--- config.mk ---
export PLATFORM = sky130hd
export DESIGN_NAME = discrete_values_table_writer
export DESIGN_NICKNAME = d
export VERILOG_FILES = /design/src/rtl/discrete_values_table_writer.sv
export SDC_FILE = /design/constraint.sdc
export NUM_CORES = 2
export LEC_CHECK = 0
export ABC_AREA = 0
export BUFFER_PORTS_ARGS = -buffer_cell sky130_fd_sc_hd__buf_4
export CAP_MARGIN = 25
export CORE_MARGIN = 2
export CORE_UTILIZATION = 40
export DETAILED_ROUTE_END_ITERATION = 8
export GPL_TIMING_DRIVEN = 1
export PLACE_DENSITY = 0.69
export SLEW_MARGIN = 15
export SYNTH_ARGS = -nofsm -noshare
export SYNTH_HDL_FRONTEND = slang
export SYNTH_SLANG_ARGS = --single-unit
--- constraint.sdc ---
create_clock -name in_clock -period 35.9 [get_ports in_clock]
set_input_delay 3.59 -clock in_clock [delete_from_list [all_inputs] [get_ports in_clock]]
set_output_delay 3.59 -clock in_clock [all_outputs]
set_load 0.005 [all_outputs]
--- src/rtl/discrete_values_table_writer.sv ---
// rtl/discrete_values_table_writer.sv - loads per-variable {start,end} range tables and serves a registered read port
module discrete_values_table_writer #(
    parameter int BIT_WIDTH_OF_INTEGER_VARIABLE     = 16,
    parameter int DISCRETE_VARIABLE_INDEX_BIT_WIDTH = 2,
    parameter int ENTRY_INDEX_BIT_WIDTH             = 3
) (
    input  logic                                         in_clock,
    input  logic                                         in_reset,
    input  logic                                         in_load_begin,
    input  logic [DISCRETE_VARIABLE_INDEX_BIT_WIDTH-1:0] in_load_variable_index,
    input  logic                                         in_load_valid,
    output logic                                         out_load_ready,
    input  logic [BIT_WIDTH_OF_INTEGER_VARIABLE-1:0]     in_load_start_value,
    input  logic [BIT_WIDTH_OF_INTEGER_VARIABLE-1:0]     in_load_end_value,
    input  logic                                         in_load_last,
    output logic                                         out_load_done,
    output logic                                         out_load_error,
    input  logic [DISCRETE_VARIABLE_INDEX_BIT_WIDTH-1:0] in_read_variable_index,
    input  logic [7:0]                                   in_read_entry_index,
    output logic [BIT_WIDTH_OF_INTEGER_VARIABLE-1:0]     out_start,
    output logic [BIT_WIDTH_OF_INTEGER_VARIABLE-1:0]     out_end,
    output logic [7:0]                                   out_number_of_discrete_assignments
);

    localparam int NUM_VARIABLES = 1 << DISCRETE_VARIABLE_INDEX_BIT_WIDTH;
    localparam int MAX_ENTRIES   = 1 << ENTRY_INDEX_BIT_WIDTH;
    localparam int COUNT_WIDTH   = ENTRY_INDEX_BIT_WIDTH + 1;
    localparam logic [COUNT_WIDTH-1:0] MAX_COUNT = COUNT_WIDTH'(MAX_ENTRIES);

    typedef enum logic [1:0] {
        IDLE = 2'd0,
        LOAD = 2'd1,
        DONE = 2'd2
    } state_t;

    state_t                                       state;
    logic [DISCRETE_VARIABLE_INDEX_BIT_WIDTH-1:0] load_variable;
    logic [BIT_WIDTH_OF_INTEGER_VARIABLE-1:0]     start_table [NUM_VARIABLES][MAX_ENTRIES];
    logic [BIT_WIDTH_OF_INTEGER_VARIABLE-1:0]     end_table   [NUM_VARIABLES][MAX_ENTRIES];
    logic [COUNT_WIDTH-1:0]                       count       [NUM_VARIABLES];

    logic                   beat;
    logic                   range_ok;
    logic                   table_full;
    logic [COUNT_WIDTH-1:0] load_count;
    logic [COUNT_WIDTH-1:0] read_count;
    logic                   read_hit;

    assign load_count = count[load_variable];
    assign beat       = in_load_valid && out_load_ready;
    assign range_ok   = in_load_start_value <= in_load_end_value;
    assign table_full = load_count == MAX_COUNT;

    always_ff @(posedge in_clock or posedge in_reset) begin
        if (in_reset) begin
            state          <= IDLE;
            load_variable  <= '0;
            out_load_ready <= 1'b0;
            out_load_done  <= 1'b0;
            out_load_error <= 1'b0;
            for (int v = 0; v < NUM_VARIABLES; v++) begin
                count[v] <= '0;
                for (int e = 0; e < MAX_ENTRIES; e++) begin
                    start_table[v][e] <= '0;
                    end_table[v][e]   <= '0;
                end
            end
        end else begin
            case (state)
                IDLE: begin
                    if (in_load_begin) begin
                        load_variable                  <= in_load_variable_index;
                        count[in_load_variable_index]  <= '0;
                        out_load_error                 <= 1'b0;
                        out_load_ready                 <= 1'b1;
                        state                          <= LOAD;
                    end
                end
                LOAD: begin
                    if (beat) begin
                        // Bad or overflowing beats are flagged but the load keeps running to its last beat.
                        if (!range_ok || table_full) begin
                            out_load_error <= 1'b1;
                        end else begin
                            start_table[load_variable][load_count[ENTRY_INDEX_BIT_WIDTH-1:0]] <= in_load_start_value;
                            end_table[load_variable][load_count[ENTRY_INDEX_BIT_WIDTH-1:0]]   <= in_load_end_value;
                            count[load_variable] <= load_count + 1'b1;
                        end
                        if (in_load_last) begin
                            out_load_ready <= 1'b0;
                            out_load_done  <= 1'b1;
                            state          <= DONE;
                        end
                    end
                end
                DONE: begin
                    out_load_done <= 1'b0;
                    state         <= IDLE;
                end
                default: begin
                    out_load_ready <= 1'b0;
                    out_load_done  <= 1'b0;
                    state          <= IDLE;
                end
            endcase
        end
    end

    assign read_count = count[in_read_variable_index];
    assign read_hit   = in_read_entry_index < 8'(read_count);

    // Reads see the table and count as they were before this edge's write.
    always_ff @(posedge in_clock or posedge in_reset) begin
        if (in_reset) begin
            out_start                          <= '0;
            out_end                            <= '0;
            out_number_of_discrete_assignments <= '0;
        end else begin
            out_number_of_discrete_assignments <= 8'(read_count);
            if (read_hit) begin
                out_start <= start_table[in_read_variable_index][in_read_entry_index[ENTRY_INDEX_BIT_WIDTH-1:0]];
                out_end   <= end_table[in_read_variable_index][in_read_entry_index[ENTRY_INDEX_BIT_WIDTH-1:0]];
            end else begin
                out_start <= '0;
                out_end   <= '0;
            end
        end
    end

endmodule

==> results by group <==
Status
  • Status: finished, final reports clean

Routing
  • DRC errors left: 0
  • Routed vias: 27,600
  • Via-per-instance ratio: ~5.7
  • Drt wl/cell: 25.6 µm
  • Routed wire length: 123 mm
  • Drt pass-1 iters: 5
  • DRT iter0 DRCs: 2,356
  • Detail Route Antenna Nets: 0

Setup path
  • R2R Setup Slk: 31.93 ns
  • Reg-to-reg startpoint: load_variable[0]
  • Setup crit start: in_read_variable_index[0]
  • R2R depth: 9
  • Max Fanout on Critical Path: 50
  • Kind of critical path: input pin to register
  • FF-to-FF End: end_table[342]
  • Type of origin of the critical path: input pin
  • Critical Path Sink Type: register
  • Worst EP arrival: 7.86 ns
  • Data required time of the worst path: 36.44 ns

Synthesis
  • Avg Cell Area, Syn: 16.2 µm²
  • Mapped cell area: 50,200 µm²
  • Syn Inst Count: 3,101
  • Synth top area cells: dfrtp_1, mux2_2, mux4_2
  • Yosys top cell area share: 0.540
  • Register area share after synthesis: 0.540
  • Synth unique cells: 45
  • Cell taking the most area after synthesis: dfrtp_1
  • Yosys Warn Count: 0
  • Seq cells post-synth: about 1,100

CTS
  • Clk_lat worst skew: between 0.7 and 0.8 ns
  • H-tree depth: 3
  • TritonCTS Sinks: between 1,000 and 1,500
  • Number of setup buffers added after CTS: 0
  • CTS Root Cell: clkbuf_16
  • CTS buffer count: 110
  • Clk slew on worst S/H paths: 0.06 ns
  • Hold-fix buffers at CTS: 0
  • CTS tree: done
  • Post_cts resized: 0
  • Clock buffer depth: 3

Pwr
  • LEAKAGE: about 26 nW
  • Power, Total: 3.06 mW
  • Worst vdd ir: ~0.046 mV
  • Pwr/cell area: 55.0 nW/µm²

Cells and area
  • Layout cells sized above 1: 0.492
  • Fin nets: approximately 3,200
  • Register area: approximately 27,000 µm²
  • Area Growth Syn to Fin: 10.8%
  • Layout fillers: 10,700
  • Footprint of the multi-input gates: 21,100 µm²

Hold path
  • Worst hold-check path type: register to register
  • Worst hold stages: 1
  • WHS Endpoint: end_table[19]
  • Worst min-delay path startpoint: end_table[19]

Place
  • Hpwl dp: 70.8 mm
  • IO Port Bufs: 87
  • Routability cong.: 0.786

Die
  • Cell Rows: 129
  • Die W: between 300 and 400 µm
  • Ports: 92
  • Die area: ~130,000 µm²
  • Height of the die: ~360 µm
  • Core Region: 124,000 µm²
  • Initial Util: 0.404

STA
  • Final hold violation count: 0
  • Final worst-path cycle share: 0.204
  • Least-Margin Pin Slew: 1.05 ns
  • RSZ-0062 raised after global routing: no
  • Worst Skew: 0.0275 ns
  • Setup tns final: 0 ns
  • Min Tclk post-route: 7.31 ns
  • Final setup violating endpoints: 0
  • F_max: ~0.14 GHz
  • Max Slew Vio Count: 0
  • Slew Limit Headroom: 0.294

Run
  • Max-cap viol count: 0

Global route
  • Initial antenna violation count: 5
  • Gr ovfl total: 0
  • First-pass GRT wire length: 190 mm
  • Tot GR Track Use: 0.196
  • Largest net degree at the start of global routing: 177
  • Vias in the first global route: 29,000
Yosys cell counts, drive strengths merged:
cell type / count
a211oi: 65
nor3: 35
or2: 2
o21ai: 13
mux2: 1026
nand4: 6
nor2: 43
a21oi: 41
buf: 150
xnor2: 1
o41ai: 5
nand2: 25
conb: 1
nand3: 6
nor2b: 37
inv: 26
nor4: 2
o211ai: 8
nor3b: 1
a2111oi: 1
a31oi: 2
o311ai: 5
and2: 3
nand2b: 3
a21o: 4
ha: 21
clkbuf: 150
mux2i: 38
dfrtp: 1083
and3: 2
mux4: 296
where the power goes:
group	internal (mW)	switching, mW
registers	1.37	0.0791
clock network	0.706	0.495
logic	0.213	0.198
total	2.29	0.771
through the flow:
stage | cell area, µm² | hold slack [ns] | setup WS [ns] | util | std cells
final | 55600 | 0.480 | 28.59 | 0.448 | 4816
after global routing | 55600 | 0.493 | 28.17 | 0.448 | 4815
after CTS | 55500 | 0.475 | 28.46 | 0.447 | 4810
after detailed placement | 51700 | 0.468 | 27.71 | 0.416 | 4603
after global placement | 51600 | 0.461 | 27.68 | 0.416 | 4600
after floorplan | 50200 | 0.445 | 1.82 | - | 3104
worst max-delay path, cell delays in order:
cell      delay (ns)
buf_8           0.41
buf_4           0.81
buf_4           0.67
buf_4           0.82
mux4_2          0.60
nor2b_1         0.14
a211oi_1        0.25
a211oi_1        0.15
a21oi_1         0.20
nor2_1          0.07
placed cells by master (no fill, tap or decap), types with 5 or more instances in the layout:
cell type | netlist | routed
o211ai_1 | 6 | 6
dfrtp_1 | 1083 | 1083
clkbuf_8 | 0 | 27
nand3_1 | 6 | 5
inv_1 | 25 | 24
buf_4 | 22 | 155
buf_8 | 0 | 6
clkbuf_16 | 0 | 111
nor3_4 | 33 | 33
nor2_1 | 40 | 40
clkbuf_1 | 150 | 26
mux2i_1 | 38 | 38
nand4_1 | 5 | 5
mux2_1 | 162 | 162
o21ai_0 | 13 | 13
nor2b_1 | 37 | 37
clkinv_2 | 0 | 20
a21oi_1 | 41 | 41
ha_1 | 21 | 21
nand2_1 | 17 | 17
mux4_2 | 296 | 296
o311ai_0 | 5 | 5
bufinv_16 | 0 | 11
mux2_2 | 864 | 864
o41ai_1 | 5 | 5
a211oi_1 | 65 | 65
metal layers:
layer	vias to the layer above	share of wire	GRT usage
met1	15300	0.47	0.292
met5	-	0.00040	0
li1	11500	-	-
met4	8	0.021	0.0492
met3	167	0.053	0.0330
met2	637	0.45	0.298
registers in the layout (all words and copies together), names as in the netlist, 2 cells and up:
name	flops
start_table	512
end_table	512
load_variable	2
state	2
count	16
out_number_of_discrete_assignments	4
out_start	16
out_end	16
cell type report:
class                           count  area share
Antenna cell                        1   0.0000450
Clock buffer                      164      0.0584
Clock inverter                     43      0.0102
Inverter                           26     0.00189
Multi-Input combinational cell   1695       0.380
Sequential cell                  1083       0.487
Tap cell                         1637      0.0368
Timing Repair Buffer              167      0.0252
kinds of logic (layout without fill, tap and decap cells):
group           after synthesis  count (layout)  synth area share
mux                        1360            1360             0.371
flops                      1083            1083             0.540
buf+inv                     326             400            0.0391
simple gates                165             165            0.0251
compound gates              144             144            0.0198
fa+ha+maj                    21              21           0.00523
other cells                   1               5         0.0000747
xor+xnor                      1               1          0.000175
worst max path at each step:
stage,to,slack [ns],cells after the start
finish,out_end[15],28.59,10
global route,out_start[13],28.17,10
CTS,out_end[15],28.46,10
detailed placement,out_end[15],27.71,10
global placement,out_end[15],27.68,10
floorplan,count[0],1.82,1
No activity file was read; power rests on OpenSTA's default activity.
